`src/rtl/fp_seq_write_buffer_if.sv`:
```
`default_nettype none
// ============================================================================
// Module      : fp_seq_write_buffer_if
// Description : Request side (sequence generator) and SRAM write port bundle.
// Revision    : 1.0 - initial release
// ============================================================================
interface fp_seq_write_buffer_if;
    logic [31:0] mem_addr;
    logic [31:0] mem_wdata;
    logic        mem_write;
    logic        mem_ready;
    logic        sram_req;
    logic [29:0] sram_addr;
    logic [31:0] sram_wdata;
    logic        sram_gnt;

    modport master (
        output mem_addr, mem_wdata, mem_write, sram_gnt,
        input  mem_ready, sram_req, sram_addr, sram_wdata
    );

    modport slave (
        input  mem_addr, mem_wdata, mem_write, sram_gnt,
        output mem_ready, sram_req, sram_addr, sram_wdata
    );
endinterface
`default_nettype wire

```
`src/rtl/fp_seq_write_buffer.sv`:
```
`default_nettype none
// ============================================================================
// Module      : fp_seq_write_buffer
// Description : Word write buffer between a sequence generator and an SRAM
//               port, with a one-entry overflow slot and status counters.
// Revision    : 1.0 - initial release
// ============================================================================
module fp_seq_write_buffer #(
    parameter int DEPTH = 4
) (
    input  wire logic               clk,
    input  wire logic               rst_n,
    fp_seq_write_buffer_if.slave    bus,
    input  wire logic               clr_status,
    output logic [15:0]             wr_count,
    output logic                    err_misalign,
    output logic                    err_overflow,
    output logic                    idle
);
    localparam int c_PTR_W = $clog2(DEPTH);
    localparam int c_CNT_W = c_PTR_W + 1;
    localparam logic [c_CNT_W-1:0] c_DEPTH = c_CNT_W'(DEPTH);

    typedef enum logic [0:0] {
        D_IDLE = 1'b0,
        D_REQ  = 1'b1
    } drain_t;

    logic [29:0]        r_fifo_addr [DEPTH];
    logic [31:0]        r_fifo_data [DEPTH];
    logic [c_PTR_W-1:0] r_wr_ptr;
    logic [c_PTR_W-1:0] r_rd_ptr;
    logic [c_CNT_W-1:0] r_count;
    logic               r_pend_vld;
    logic [29:0]        r_pend_addr;
    logic [31:0]        r_pend_data;
    logic               r_mem_ready;
    drain_t             r_state;
    logic               r_sram_req;
    logic [29:0]        r_sram_addr;
    logic [31:0]        r_sram_wdata;
    logic [15:0]        r_wr_count;
    logic               r_err_misalign;
    logic               r_err_overflow;

    logic               w_full;
    logic               w_overflow;
    logic               w_misalign;
    logic               w_new_ok;
    logic               w_push_new;
    logic               w_capture;
    logic               w_push_pend;
    logic               w_push;
    logic [29:0]        w_push_addr;
    logic [31:0]        w_push_data;
    logic               w_ack;
    logic               w_pop;
    logic [c_PTR_W-1:0] w_next_rd;

    // Fullness is judged on the pre-edge count, so a same-edge pop never
    // makes room for the pending slot or a new request.
    assign w_full      = (r_count == c_DEPTH);
    assign w_overflow  = bus.mem_write && r_pend_vld;
    assign w_misalign  = bus.mem_write && !r_pend_vld && (bus.mem_addr[1:0] != 2'b00);
    assign w_new_ok    = bus.mem_write && !r_pend_vld && (bus.mem_addr[1:0] == 2'b00);
    assign w_push_new  = w_new_ok && !w_full;
    assign w_capture   = w_new_ok && w_full;
    assign w_push_pend = r_pend_vld && !w_full;
    assign w_push      = w_push_new || w_push_pend;
    assign w_push_addr = r_pend_vld ? r_pend_addr : bus.mem_addr[31:2];
    assign w_push_data = r_pend_vld ? r_pend_data : bus.mem_wdata;
    assign w_ack       = w_push || w_misalign;
    assign w_pop       = (r_state == D_REQ) && bus.sram_gnt;
    assign w_next_rd   = r_rd_ptr + c_PTR_W'(1);

    always_ff @(posedge clk) begin
        if (w_push) begin
            r_fifo_addr[r_wr_ptr] <= w_push_addr;
            r_fifo_data[r_wr_ptr] <= w_push_data;
        end
    end

    always_ff @(posedge clk or negedge rst_n) begin
        if (!rst_n) begin
            r_wr_ptr    <= '0;
            r_rd_ptr    <= '0;
            r_count     <= '0;
            r_pend_vld  <= 1'b0;
            r_pend_addr <= '0;
            r_pend_data <= '0;
            r_mem_ready <= 1'b0;
        end else begin
            r_mem_ready <= w_ack;
            if (w_push) begin
                r_wr_ptr <= r_wr_ptr + c_PTR_W'(1);
            end
            if (w_pop) begin
                r_rd_ptr <= w_next_rd;
            end
            if (w_push && !w_pop) begin
                r_count <= r_count + c_CNT_W'(1);
            end else if (!w_push && w_pop) begin
                r_count <= r_count - c_CNT_W'(1);
            end
            if (w_capture) begin
                r_pend_vld  <= 1'b1;
                r_pend_addr <= bus.mem_addr[31:2];
                r_pend_data <= bus.mem_wdata;
            end else if (w_push_pend) begin
                r_pend_vld <= 1'b0;
            end
        end
    end

    // The head stays in the FIFO until granted; on grant the next entry is
    // presented immediately when one is already stored.
    always_ff @(posedge clk or negedge rst_n) begin
        if (!rst_n) begin
            r_state      <= D_IDLE;
            r_sram_req   <= 1'b0;
            r_sram_addr  <= '0;
            r_sram_wdata <= '0;
        end else begin
            case (r_state)
                D_IDLE: begin
                    if (r_count != '0) begin
                        r_sram_addr  <= r_fifo_addr[r_rd_ptr];
                        r_sram_wdata <= r_fifo_data[r_rd_ptr];
                        r_sram_req   <= 1'b1;
                        r_state      <= D_REQ;
                    end
                end
                D_REQ: begin
                    if (bus.sram_gnt) begin
                        if (r_count > c_CNT_W'(1)) begin
                            r_sram_addr  <= r_fifo_addr[w_next_rd];
                            r_sram_wdata <= r_fifo_data[w_next_rd];
                        end else begin
                            r_sram_req <= 1'b0;
                            r_state    <= D_IDLE;
                        end
                    end
                end
                default: begin
                    r_sram_req <= 1'b0;
                    r_state    <= D_IDLE;
                end
            endcase
        end
    end

    always_ff @(posedge clk or negedge rst_n) begin
        if (!rst_n) begin
            r_wr_count     <= '0;
            r_err_misalign <= 1'b0;
            r_err_overflow <= 1'b0;
        end else if (clr_status) begin
            r_wr_count     <= '0;
            r_err_misalign <= 1'b0;
            r_err_overflow <= 1'b0;
        end else begin
            if (w_pop && (r_wr_count != 16'hFFFF)) begin
                r_wr_count <= r_wr_count + 16'd1;
            end
            if (w_misalign) begin
                r_err_misalign <= 1'b1;
            end
            if (w_overflow) begin
                r_err_overflow <= 1'b1;
            end
        end
    end

    assign bus.mem_ready  = r_mem_ready;
    assign bus.sram_req   = r_sram_req;
    assign bus.sram_addr  = r_sram_addr;
    assign bus.sram_wdata = r_sram_wdata;
    assign wr_count       = r_wr_count;
    assign err_misalign   = r_err_misalign;
    assign err_overflow   = r_err_overflow;
    assign idle           = (r_count == '0) && !r_pend_vld && (r_state == D_IDLE) && !r_mem_ready;
endmodule
`default_nettype wire

```
`src/flat_wrapper.sv`:
```
// flat-port wrapper written by rule: the top's interface ports become plain ports
module fp_seq_write_buffer_flat 
#(
    parameter int DEPTH = 4
)
  (clk, rst_n, clr_status, wr_count, err_misalign, err_overflow, idle, bus_mem_addr, bus_mem_wdata, bus_mem_write, bus_sram_gnt, bus_mem_ready, bus_sram_req, bus_sram_addr, bus_sram_wdata);
  fp_seq_write_buffer_if bus_i ();
  input  wire logic clk;
  input  wire logic rst_n;
  input  wire logic clr_status;
  output logic [15:0] wr_count;
  output logic err_misalign;
  output logic err_overflow;
  output logic idle;
  input wire logic [$bits(bus_i.mem_addr)-1:0] bus_mem_addr;
  input wire logic [$bits(bus_i.mem_wdata)-1:0] bus_mem_wdata;
  input wire logic [$bits(bus_i.mem_write)-1:0] bus_mem_write;
  input wire logic [$bits(bus_i.sram_gnt)-1:0] bus_sram_gnt;
  output wire logic [$bits(bus_i.mem_ready)-1:0] bus_mem_ready;
  output wire logic [$bits(bus_i.sram_req)-1:0] bus_sram_req;
  output wire logic [$bits(bus_i.sram_addr)-1:0] bus_sram_addr;
  output wire logic [$bits(bus_i.sram_wdata)-1:0] bus_sram_wdata;
  assign bus_i.mem_addr = bus_mem_addr;
  assign bus_i.mem_wdata = bus_mem_wdata;
  assign bus_i.mem_write = bus_mem_write;
  assign bus_i.sram_gnt = bus_sram_gnt;
  assign bus_mem_ready = bus_i.mem_ready;
  assign bus_sram_req = bus_i.sram_req;
  assign bus_sram_addr = bus_i.sram_addr;
  assign bus_sram_wdata = bus_i.sram_wdata;
  fp_seq_write_buffer #(.DEPTH(DEPTH)) u_core (.clk(clk), .rst_n(rst_n), .bus(bus_i), .clr_status(clr_status), .wr_count(wr_count), .err_misalign(err_misalign), .err_overflow(err_overflow), .idle(idle));
endmodule
```
`config.mk`:
```
export PLATFORM = sky130hd
export DESIGN_NAME = fp_seq_write_buffer_flat
export DESIGN_NICKNAME = d
export VERILOG_FILES = /design/src/rtl/fp_seq_write_buffer_if.sv /design/src/rtl/fp_seq_write_buffer.sv /design/src/flat_wrapper.sv
export SDC_FILE = /design/constraint.sdc
export NUM_CORES = 1
export LEC_CHECK = 0
export CORE_UTILIZATION = 40
export DETAILED_ROUTE_END_ITERATION = 8
export GPL_TIMING_DRIVEN = 1
export PLACE_DENSITY = 0.58
export SLEW_MARGIN = 40
export SYNTH_ARGS = -nofsm -noshare
export SYNTH_HDL_FRONTEND = slang
export SYNTH_SLANG_ARGS = --single-unit
export TNS_END_PERCENT = 5
```
`constraint.sdc`:
```
create_clock -name clk -period 8.9 [get_ports clk]
set_input_delay 1.78 -clock clk [delete_from_list [all_inputs] [get_ports clk]]
set_output_delay 1.78 -clock clk [all_outputs]
set_load 0.05 [all_outputs]
```
# Word level (Yosys, flattened, before mapping)
# Memories as Yosys holds them, arrays and structs flattened.
# Cells that the tools add are included.
# Widths: inputs -> output; s select.
op_classes:
  n_addsub: 5
  magnitude_cmp: 1
  eq_ne: 6
  n_mux: 30
  n_bitwise: 1
  n_reduce_logical: 32
op_table:
  columns: ["op", "count"]
  rows:
  - ["$mux 32", 4]
  - ["$mux 30", 4]
  - ["$pmux 32 s2", 1]
  - ["$pmux 30 s2", 1]
  - ["$mux 16", 2]
  - ["$add 16x1->16 const B", 1]
  - ["$ne 16x16->1 const B", 1]
  - ["$logic_and 1x1->1", 14]
  - ["$mux 1", 14]
  - ["$reduce_bool 2->1", 6]
  - ["$mux 3", 2]
  - ["$ne 2x2->1 const B", 3]
  - ["$reduce_and 3->1", 2]
  - ["$logic_not 1->1", 5]
  - ["$add 2x1->2 const B", 2]
  - ["$pmux 1 s2", 2]
  - ["$add 3x1->3 const B", 1]
  - ["$eq 3x3->1 const B", 1]
  - ["$gt 3x1->1 const B", 1]
  - ["$logic_not 3->1", 1]
  - ["$reduce_bool 3->1", 1]
  - ["$sub 3x1->3 const B", 1]
  - ["$logic_not 2->1", 1]
  - ["$logic_or 1x1->1", 2]
  - ["other kinds (2)", 2]
totals:
  reg_bits: 153
  ramBits: 248
  inputBits: 69
  mem_count: 2
memory_table:
  columns: ["memory", "depth", "width", "rd", "rd_ports_with_merged_regs", "wr", "line_no", "text"]
  rows:
  - ["u_core.r_fifo_data", 4, 32, 2, 0, 1, "fp_seq_write_buffer.sv:30", "logic [31:0] r_fifo_data [DEPTH];"]
  - ["u_core.r_fifo_addr", 4, 30, 2, 0, 1, "fp_seq_write_buffer.sv:29", "logic [29:0] r_fifo_addr [DEPTH];"]

# Longest topological paths before layout
# Gate-level depths: netlist (run 1).
depth:
  ltp_word: 9
  depth_mapped: 8

# Worst setup path after synthesis (run 1)
# Ideal clock, no wire load.
synth_timing:
  kind: "in2reg"
  start: "input bus_mem_addr[1]"
  end: "memory u_core.r_fifo_addr[0][0], enable pin"
  setup_time_ns: 0.426
  arrival_ns: 3.868
  t_required_ns: 8.474
  setup_slack_ns: 4.606
  cell_stages: 4
  n_path_buf: 0
  cell_sequence: "nor2_1 a21oi_1 a21oi_1 and2_1"
synth_between:
  elab_chain_len: 6
synth_rtl:
  columns: ["element", "line_no", "text"]
  rows:
  - ["start, declared", "flat_wrapper.sv:15", "input wire logic [$bits(bus_i.mem_addr)-1:0] bus_mem_addr;"]
  - ["$logic_not 2->1", "fp_seq_write_buffer.sv:65", "assign w_new_ok = bus.mem_write && !r_pend_vld && (bus.mem_addr[1:0] == 2'b00);"]
  - ["$logic_and 1x1->1", "fp_seq_write_buffer.sv:65", null]
  - ["$logic_and 1x1->1", "fp_seq_write_buffer.sv:66", "assign w_push_new = w_new_ok && !w_full;"]
  - ["$logic_or 1x1->1", "fp_seq_write_buffer.sv:69", "assign w_push = w_push_new || w_push_pend;"]
  - ["via u_core.w_push", "fp_seq_write_buffer.sv:53", "logic w_push;"]
  - ["$mux 1", "fp_seq_write_buffer.sv:77", "if (w_push) begin"]
  - ["$mux 1 (not written as such)", "fp_seq_write_buffer.sv:78", "r_fifo_addr[r_wr_ptr] <= w_push_addr;"]
  - ["end, declared", "fp_seq_write_buffer.sv:29", null]
# The timed path passes the listed nets, and every way through them passes these cells.

# Final worst setup path (run 1)
layout_timing:
  start: "register u_core.r_state"
  end: "output idle"
layout_between:
  elab_chain_len: 3
layout_rtl:
  columns: ["element", "line_no", "text"]
  rows:
  - ["start, declared", "fp_seq_write_buffer.sv:38", "drain_t r_state;"]
  - ["start signal, assigned", "fp_seq_write_buffer.sv:119", "r_state <= D_IDLE;"]
  - ["start signal, assigned", "fp_seq_write_buffer.sv:130", "r_state <= D_REQ;"]
  - ["start signal, assigned", "fp_seq_write_buffer.sv:140", "r_state <= D_IDLE;"]
  - ["$not 1->1", "fp_seq_write_buffer.sv:181", "assign idle = (r_count == '0) && !r_pend_vld && (r_state == D_IDLE) && !r_mem_ready;"]
  - ["$logic_and 1x1->1 (2 in series)", "fp_seq_write_buffer.sv:181", null]
  - ["end, declared", "flat_wrapper.sv:14", "output logic idle;"]
# Every way passes these cells.

==> results of run 1 <==
## cell usage in the layout (no fill, tap or decap), types with 12 or more instances in the layout
master	count
sky130_fd_sc_hd__a211oi_1	62
sky130_fd_sc_hd__a21oi_1	18
sky130_fd_sc_hd__a22o_1	62
sky130_fd_sc_hd__buf_12	12
sky130_fd_sc_hd__clkbuf_1	12
sky130_fd_sc_hd__clkbuf_16	45
sky130_fd_sc_hd__clkdlybuf4s50_1	150
sky130_fd_sc_hd__dfrtp_1	149
sky130_fd_sc_hd__edfxtp_1	248
sky130_fd_sc_hd__mux2_2	186
sky130_fd_sc_hd__nand2_1	12
sky130_fd_sc_hd__nor2_1	131
sky130_fd_sc_hd__o221ai_1	62
sky130_fd_sc_hd__o22ai_1	62
sky130_fd_sc_hd__o31ai_1	67
## worst max-delay path: cells and delay by family (launching register included)
kind          cells  cell delay, ps
flops             1             750
simple gates      2             600
buf+inv           1             870
## layout make-up
| type | count | area share [%] |
|---|---|---|
| tap | 585 | 3.44 |
| clock inverter | 17 | 1.11 |
| multi-input combinational | 741 | 27.4 |
| timing repair buffer | 173 | 8.82 |
| inverter | 9 | 0.171 |
| sequential | 401 | 53.1 |
| clock buffer | 64 | 5.96 |
## per-stage QoR
step                      utilization [%]  hold WS, ps
after global placement               45.2          481
after global routing                 49.4          504
after floorplan                         -          473
after CTS                            49.3          501
after detailed placement             45.8          488
final                                49.4          499
## report_power, final
part / internal, uW / switching (uW) / leakage [uW]
Combinational: 1190 / 1840 / 0.00273
Clock: 1160 / 725 / 0.000732
Sequential: 2390 / 319 / 0.00416
## path summary, 6_finish.rpt
check                                      endpoint  slack [ps]  cells past startpoint
setup / recovery                               idle        4360                      3
hold / removal                u_core.r_pend_addr[3]         500                      1
setup reg to reg           u_core.bus.sram_wdata[8]        5960                      7
hold reg to reg               u_core.r_pend_addr[3]         500                      1
max in group asynchronous        u_core.r_rd_ptr[0]        6740                      2
min in group asynchronous  u_core.bus.sram_wdata[2]        1140                      1
## kinds of logic (layout without fill, tap and decap cells)
group           Yosys count  count (layout)  synth area share [%]
flops                   401             401                  64.5
buf+inv                 116             263                  2.51
compound gates          347             347                  15.0
fa+ha+maj                 9               9                 0.644
simple gates            188             188                  4.76
mux                     190             190                  12.2
xor+xnor                  7               7                 0.351
## sequential cells by signal, summed over array words and instances (netlist names), 3 cells and up
register,cells
u_core.r_fifo_data,128
u_core.r_pend_addr,30
u_core.wr_count,16
u_core.bus.sram_addr,30
u_core.r_pend_data,32
u_core.r_count,3
u_core.bus.sram_wdata,32
u_core.r_fifo_addr,120
## per-layer routing
layer / vias to the layer above / global-route usage, % / wire length, um
li1: 5204 / - / -
met1: 5863 / 27.2 / 19400
met2: 371 / 33.9 / 21900
met3: 59 / 2.94 / 2620
met4: 0 / 6.12 / 739
met5: - / 0 / 0
==> report_table.html, run 1 <==
<table>
<tr><th>Metric</th><th>Value</th></tr>
<tr><th colspan="2">Outcome</th></tr>
<tr><td>Outcome</td><td>completed</td></tr>
<tr><th colspan="2">Route</th></tr>
<tr><td>Antenna violation net count after detailed routing</td><td>0</td></tr>
<tr><td>Via count of the routed design</td><td>11500</td></tr>
<tr><td>Per-cell via count in the routed design</td><td>5.78</td></tr>
<tr><td>First-pass iteration count of the detailed router</td><td>6</td></tr>
<tr><td>Iteration-0 DRC Markers</td><td>872</td></tr>
<tr><td>Number of remaining DRC errors</td><td>0</td></tr>
<tr><td>Aggregate routed wire length</td><td>44700 um</td></tr>
<tr><td>Average detailed-routed wire length per instance</td><td>22.5 um</td></tr>
<tr><th colspan="2">Synthesis</th></tr>
<tr><td>Count of distinct cell types in the synthesized netlist</td><td>41</td></tr>
<tr><td>List of most frequent post-synthesis cells</td><td>sky130_fd_sc_hd__edfxtp_1, sky130_fd_sc_hd__mux2_2, sky130_fd_sc_hd__dfrtp_1</td></tr>
<tr><td>Most frequent cell after synthesis</td><td>sky130_fd_sc_hd__edfxtp_1</td></tr>
<tr><td>Number of standard cells after synthesis</td><td>1258</td></tr>
<tr><td>Register area share after synthesis</td><td>64.5%</td></tr>
<tr><td>Total nets after synthesis</td><td>1336</td></tr>
<tr><td>Dominant cells by area after synthesis</td><td>sky130_fd_sc_hd__edfxtp_1, sky130_fd_sc_hd__dfrtp_1, sky130_fd_sc_hd__mux2_2, sky130_fd_sc_hd__a22o_1, sky130_fd_sc_hd__o221ai_1</td></tr>
<tr><td>Warnings, synthesis</td><td>0</td></tr>
<tr><td>Library cell occupying the most area in the post-synthesis netlist</td><td>sky130_fd_sc_hd__edfxtp_1</td></tr>
<tr><td>Seq cells post-synth</td><td>401</td></tr>
<tr><td>Synthesized area</td><td>0.0175 mm2</td></tr>
<tr><td>Count of flip-flops with a built-in enable after synthesis</td><td>248</td></tr>
<tr><td>Most used flip-flop cell after synthesis</td><td>sky130_fd_sc_hd__edfxtp_1</td></tr>
<tr><td>Fraction of post-synthesis cell area in the top cell type by area</td><td>42.6%</td></tr>
<tr><td>Mean area per synthesized cell</td><td>13.9 um2</td></tr>
<tr><td>Fraction of synthesis flops using an asynchronous set or reset pin</td><td>38.2%</td></tr>
<tr><th colspan="2">Finish</th></tr>
<tr><td>Combined flip-flop and latch cell area</td><td>0.0113 mm2</td></tr>
<tr><td>Area Overhead vs Synth</td><td>21.6%</td></tr>
<tr><td>Final Instance Area</td><td>0.0213 mm2</td></tr>
<tr><td>Fraction of final layout cells with drive strength greater than 1</td><td>20.8%</td></tr>
<tr><td>Number of antenna cells inserted</td><td>0</td></tr>
<tr><td>Area of the multi-input gates</td><td>0.00583 mm2</td></tr>
<tr><td>Fill count</td><td>3731</td></tr>
<tr><td>Post-layout net count</td><td>1449</td></tr>
<tr><td>Fin cells</td><td>1990</td></tr>
<tr><th colspan="2">CTS</th></tr>
<tr><td>CTS buffer count</td><td>45</td></tr>
<tr><td>Clock Tree Buf Depth</td><td>3</td></tr>
<tr><td>Clock tree from TritonCTS</td><td>done</td></tr>
<tr><td>Clock latency of the later-clocked register in the worst-skew pair</td><td>540 ps</td></tr>
<tr><td>Root Driver</td><td>sky130_fd_sc_hd__clkbuf_16</td></tr>
<tr><td>CTS H-tree depth</td><td>2</td></tr>
<tr><td>Number of cells upsized or downsized after cts</td><td>0</td></tr>
<tr><td># Post-CTS Setup Buffers</td><td>0</td></tr>
<tr><td>Cts-stage hold buffer count</td><td>0</td></tr>
<tr><td>Worst-path clk slew</td><td>50 ps</td></tr>
<tr><td>Number of clock sinks</td><td>401</td></tr>
<tr><th colspan="2">Setup path</th></tr>
<tr><td>Crit Path Max Fanout</td><td>57</td></tr>
<tr><td>Origin of the critical flop-to-flop path</td><td>u_core.r_state</td></tr>
<tr><td>Critical Path Start</td><td>u_core.r_state</td></tr>
<tr><td>Critical Path Sink Type</td><td>output port</td></tr>
<tr><td>Cell-by-cell listing of the critical path</td><td>nand2b_1 &gt; nor4_1 &gt; clkdlybuf4s50_1</td></tr>
<tr><td>Type of origin of the critical path</td><td>flop</td></tr>
<tr><td>Worst path required time</td><td>7120 ps</td></tr>
<tr><td>Slowest-stage cell, CP</td><td>sky130_fd_sc_hd__clkdlybuf4s50_1</td></tr>
<tr><td>Critical setup path kind</td><td>flop to output port</td></tr>
<tr><td>CP peak stage delay</td><td>870 ps</td></tr>
<tr><td>Data arrival, critical path</td><td>2760 ps</td></tr>
<tr><th colspan="2">Global route</th></tr>
<tr><td>Maximum number of pins on one net before global-route repair</td><td>98</td></tr>
<tr><td>Total overflow reported by the global router</td><td>0</td></tr>
<tr><td>Gr usage total</td><td>20.3%</td></tr>
<tr><td>Wire length of the first global-routing pass</td><td>69800 um</td></tr>
<tr><td>Via count of the first global-routing pass</td><td>12100</td></tr>
<tr><td>Antenna violations before repair</td><td>0</td></tr>
<tr><th colspan="2">Placement</th></tr>
<tr><td>Post-Place Setup Slack</td><td>4610 ps</td></tr>
<tr><td>DP HPWL</td><td>25900 um</td></tr>
<tr><td>IO buf count</td><td>151</td></tr>
<tr><td>Placed standard-cell area</td><td>0.0197 mm2</td></tr>
<tr><td>Routability-driven placement congestion ratio</td><td>0.718</td></tr>
<tr><td>Number of placed instances with taps included</td><td>1908</td></tr>
<tr><th colspan="2">Die</th></tr>
<tr><td>Starting Density</td><td>40.6%</td></tr>
<tr><td>Height of the chip</td><td>211 um</td></tr>
<tr><td>Die ar.</td><td>0.0445 mm2</td></tr>
<tr><td>Standard cell core area</td><td>0.0431 mm2</td></tr>
<tr><td>Die width</td><td>211 um</td></tr>
<tr><td>Count of pins on the block boundary</td><td>152</td></tr>
<tr><td>Cell row count</td><td>76</td></tr>
<tr><th colspan="2">Power and ir drop</th></tr>
<tr><td>Leak pwr</td><td>0.00763 uW</td></tr>
<tr><td>Peak ir drop on the vdd network</td><td>0.254 mV</td></tr>
<tr><td>Power density cells</td><td>359 mW/mm2</td></tr>
<tr><td>Total power consumption of the routed design</td><td>7630 uW</td></tr>
<tr><th colspan="2">Run</th></tr>
<tr><td>Max-cap violations</td><td>0</td></tr>
<tr><th colspan="2">Timing</th></tr>
<tr><td>Setup repair after global routing missed its margin</td><td>false</td></tr>
<tr><td>Maximum frequency from static timing analysis</td><td>220 MHz</td></tr>
<tr><td>Worst Slack Setup Final</td><td>4360 ps</td></tr>
<tr><td>Tightest Pin Transition</td><td>750 ps</td></tr>
<tr><td>Time the worst path needs with I/O delays and setup</td><td>4540 ps</td></tr>
<tr><td>Max Slew Vio Count</td><td>0</td></tr>
<tr><td>Setup total negative slack</td><td>0 ps</td></tr>
<tr><td>Hold Vio Cnt, Final</td><td>0</td></tr>
<tr><td># setup viols final</td><td>0</td></tr>
<tr><td>Final worst-path cycle share</td><td>51.0%</td></tr>
<tr><td>Normalized max-slew margin</td><td>49.9%</td></tr>
<tr><td>Skew final</td><td>10.7 ps</td></tr>
<tr><th colspan="2">Worst hold path</th></tr>
<tr><td>Type of the most critical hold path</td><td>flop to flop</td></tr>
<tr><td>Startpoint of the tightest hold check path</td><td>u_core.r_pend_addr[3]</td></tr>
</table>
No activity file was read; power rests on OpenSTA's default activity.
==> inputs of run 2 (changes only) <==
==> constraint.sdc (replaced) <==
create_clock -name clk -period 4.5 [get_ports clk]
set_input_delay 0.9 -clock clk [delete_from_list [all_inputs] [get_ports clk]]
set_output_delay 0.9 -clock clk [all_outputs]
set_load 0.05 [all_outputs]
==> run 2 against run 1 <==
  * Final area fell by 0.89%
  * Power grew 93%
  * Clock power grew 79%
  * Setup slack lost 3400 ps
  * Worst hold slack lost 170 ps
  * Highest routed layer unchanged
==> report_table.html, run 2 (synthesis gave the netlist of run 1 again) <==
<table>
<tr><th>Metric</th><th>Value</th></tr>
<tr><th colspan="2">Power and ir drop</th></tr>
<tr><td>Peak ir drop on the vdd network</td><td>0.518 mV</td></tr>
<tr><td>Power density cells</td><td>697 mW/mm2</td></tr>
<tr><td>Leak pwr</td><td>0.00754 uW</td></tr>
<tr><td>Total power consumption of the routed design</td><td>14700 uW</td></tr>
<tr><th colspan="2">Finish</th></tr>
<tr><td>Top library cells by usage in the layout, fill and taps aside</td><td>sky130_fd_sc_hd__edfxtp_1, sky130_fd_sc_hd__mux2_2, sky130_fd_sc_hd__clkdlybuf4s50_1, sky130_fd_sc_hd__dfrtp_1, sky130_fd_sc_hd__nor2_1</td></tr>
<tr><td>Registers with the most flip-flops</td><td>u_core.r_fifo_data (128), u_core.r_fifo_addr (120)</td></tr>
<tr><td>Post-layout net count</td><td>1449</td></tr>
<tr><td>Most common cell after layout, fill and taps aside</td><td>sky130_fd_sc_hd__edfxtp_1</td></tr>
<tr><td>Fin cells</td><td>1989</td></tr>
<tr><td>Fraction of the core area covered by cells at the end of the flow</td><td>48.9%</td></tr>
<tr><td>Number of antenna cells inserted</td><td>0</td></tr>
<tr><td>Number of flip-flops in the largest register</td><td>128</td></tr>
<tr><td>Area Overhead vs Synth</td><td>20.5%</td></tr>
<tr><td>Largest register by flop count</td><td>u_core.r_fifo_data</td></tr>
<tr><td>Area of the multi-input gates</td><td>0.00583 mm2</td></tr>
<tr><td>Fill count</td><td>3744</td></tr>
<tr><td>Fraction of final layout cells with drive strength greater than 1</td><td>20.5%</td></tr>
<tr><td>Combined flip-flop and latch cell area</td><td>0.0113 mm2</td></tr>
<tr><th colspan="2">CTS</th></tr>
<tr><td>Worst-path clk slew</td><td>60 ps</td></tr>
<tr><td>Number of clock sinks</td><td>401</td></tr>
<tr><td># Post-CTS Setup Buffers</td><td>0</td></tr>
<tr><td>Number of cells upsized or downsized after cts</td><td>0</td></tr>
<tr><td>Clock tree from TritonCTS</td><td>done</td></tr>
<tr><td>CTS H-tree depth</td><td>2</td></tr>
<tr><td>Cts-stage hold buffer count</td><td>0</td></tr>
<tr><td>Clock Tree Buf Depth</td><td>3</td></tr>
<tr><td>Root Driver</td><td>sky130_fd_sc_hd__clkbuf_16</td></tr>
<tr><td>CTS buffer count</td><td>44</td></tr>
<tr><td>Clock latency of the later-clocked register in the worst-skew pair</td><td>540 ps</td></tr>
<tr><th colspan="2">Setup path</th></tr>
<tr><td>Crit Path Max Fanout</td><td>47</td></tr>
<tr><td>Critical Path Sink Type</td><td>output port</td></tr>
<tr><td>Slowest-stage cell, CP</td><td>sky130_fd_sc_hd__clkdlybuf4s50_1</td></tr>
<tr><td>Type of origin of the critical path</td><td>flop</td></tr>
<tr><td>Cell-by-cell listing of the critical path</td><td>nand2b_1 &gt; nor4_1 &gt; clkdlybuf4s50_1</td></tr>
<tr><td>Worst path required time</td><td>3600 ps</td></tr>
<tr><td>Data arrival, critical path</td><td>2670 ps</td></tr>
<tr><td>CP peak stage delay</td><td>870 ps</td></tr>
<tr><td>Critical setup path kind</td><td>flop to output port</td></tr>
<tr><th colspan="2">Timing</th></tr>
<tr><td>Normalized max-slew margin</td><td>51.7%</td></tr>
<tr><td>Minimum hold slack</td><td>328 ps</td></tr>
<tr><td>Setup total negative slack</td><td>0 ps</td></tr>
<tr><td># setup viols final</td><td>0</td></tr>
<tr><td>Setup repair after global routing missed its margin</td><td>false</td></tr>
<tr><td>Final worst-path cycle share</td><td>79.4%</td></tr>
<tr><td>Tightest Pin Transition</td><td>723 ps</td></tr>
<tr><td>Skew final</td><td>12.9 ps</td></tr>
<tr><td>Time the worst path needs with I/O delays and setup</td><td>3570 ps</td></tr>
<tr><td>Hold Vio Cnt, Final</td><td>0</td></tr>
<tr><td>Maximum frequency from static timing analysis</td><td>280 MHz</td></tr>
<tr><td>Max Slew Vio Count</td><td>0</td></tr>
<tr><th colspan="2">Global route</th></tr>
<tr><td>Antenna violations before repair</td><td>1</td></tr>
<tr><td>Via count of the first global-routing pass</td><td>12200</td></tr>
<tr><td>Gr usage total</td><td>20.2%</td></tr>
<tr><td>Total overflow reported by the global router</td><td>0</td></tr>
<tr><td>Wire length of the first global-routing pass</td><td>69400 um</td></tr>
<tr><td>Maximum number of pins on one net before global-route repair</td><td>92</td></tr>
<tr><th colspan="2">Die</th></tr>
<tr><td>Starting Density</td><td>40.6%</td></tr>
<tr><td>Cell row count</td><td>76</td></tr>
<tr><td>Die ar.</td><td>0.0445 mm2</td></tr>
<tr><td>Standard cell core area</td><td>0.0431 mm2</td></tr>
<tr><td>Die width</td><td>211 um</td></tr>
<tr><td>Count of pins on the block boundary</td><td>152</td></tr>
<tr><td>Height of the chip</td><td>211 um</td></tr>
<tr><th colspan="2">Route</th></tr>
<tr><td>Antenna violation net count after detailed routing</td><td>0</td></tr>
<tr><td>Number of remaining DRC errors</td><td>0</td></tr>
<tr><td>Iteration-0 DRC Markers</td><td>704</td></tr>
<tr><td>Aggregate routed wire length</td><td>44600 um</td></tr>
<tr><td>Per-cell via count in the routed design</td><td>5.80</td></tr>
<tr><td>First-pass iteration count of the detailed router</td><td>5</td></tr>
<tr><td>Average detailed-routed wire length per instance</td><td>22.4 um</td></tr>
<tr><td>Via count of the routed design</td><td>11500</td></tr>
<tr><th colspan="2">Placement</th></tr>
<tr><td>DP HPWL</td><td>25000 um</td></tr>
<tr><td>Routability-driven placement congestion ratio</td><td>0.754</td></tr>
<tr><td>Number of placed instances with taps included</td><td>1910</td></tr>
<tr><td>IO buf count</td><td>151</td></tr>
<tr><th colspan="2">Outcome</th></tr>
<tr><td>Outcome</td><td>completed</td></tr>
<tr><th colspan="2">Worst hold path</th></tr>
<tr><td>Type of the most critical hold path</td><td>input port to async pin</td></tr>
<tr><th colspan="2">Run</th></tr>
<tr><td>Max-cap violations</td><td>0</td></tr>
</table>
==> run 2: changes by cell type in the layout (fill, tap and decap cells not counted) <==
cell                         previous run  this run
sky130_fd_sc_hd__bufinv_16              6         1
sky130_fd_sc_hd__buf_4                  3         7
sky130_fd_sc_hd__clkinv_1               5         9
sky130_fd_sc_hd__clkbuf_8               7         5
sky130_fd_sc_hd__clkinv_2               4         6
sky130_fd_sc_hd__buf_12                12        11
sky130_fd_sc_hd__buf_16                 1         0
sky130_fd_sc_hd__buf_8                  1         0
sky130_fd_sc_hd__clkbuf_1              12        11
sky130_fd_sc_hd__clkinvlp_4             1         2
sky130_fd_sc_hd__inv_6                  1         0
==> run 2: report_power, final <==
| group | internal, uW | total [uW] | switching (uW) |
|---|---|---|---|
| sequential | 4730 | 5370 | 640 |
| combinational | 2320 | 5930 | 3610 |
| clock | 1970 | 3390 | 1420 |
==> run 2: layout make-up <==
type                            instances  share of cell area, %
Multi-Input combinational cell        741                   27.6
Tap cell                              585                   3.47
Clock buffer                           61                   5.87
Sequential cell                       401                   53.6
Timing Repair Buffer                  174                   8.74
Inverter                                9                  0.172
Clock inverter                         18                  0.517
==> run 2: metrics by stage <==
stage	cell area [um2]	worst slack, ps
after floorplan	17500	1090
after global placement	19600	1380
after detailed placement	19700	1330
after CTS	21100	880
after global routing	21100	811
final	21100	926
==> run 2: critical path: cells and delay by family (launching register included) <==
kind | cells | cell delay, ps
flip-flops | 1 | 700
AND/OR/NAND/NOR | 2 | 550
buffers and inverters | 1 | 870
==> run 2: worst paths after layout <==
| check | cells after the start | start | to | slack [ps] |
|---|---|---|---|---|
| min | 1 | rst_n | u_core.r_pend_data[2] | 330 |
| max reg2reg | 6 | u_core.r_pend_vld | u_core.r_fifo_data[0][17] | 1910 |
| min reg2reg | 1 | u_core.r_pend_data[25] | u_core.r_pend_data[25] | 500 |
| max in group asynchronous | 2 | rst_n | u_core.r_pend_vld | 3300 |
| max | 3 | u_core.r_state | idle | 930 |
| min in group clk | 1 | u_core.r_pend_data[25] | u_core.r_pend_data[25] | 500 |
==> run 2: routing by layer <==
metal | track usage, % | up-vias | wire length, um
met5 | 0 | - | 0
met1 | 26.9 | 5858 | 19600
met3 | 3.39 | 85 | 2490
met2 | 33.2 | 399 | 21400
li1 | - | 5202 | -
met4 | 7.07 | 0 | 1150
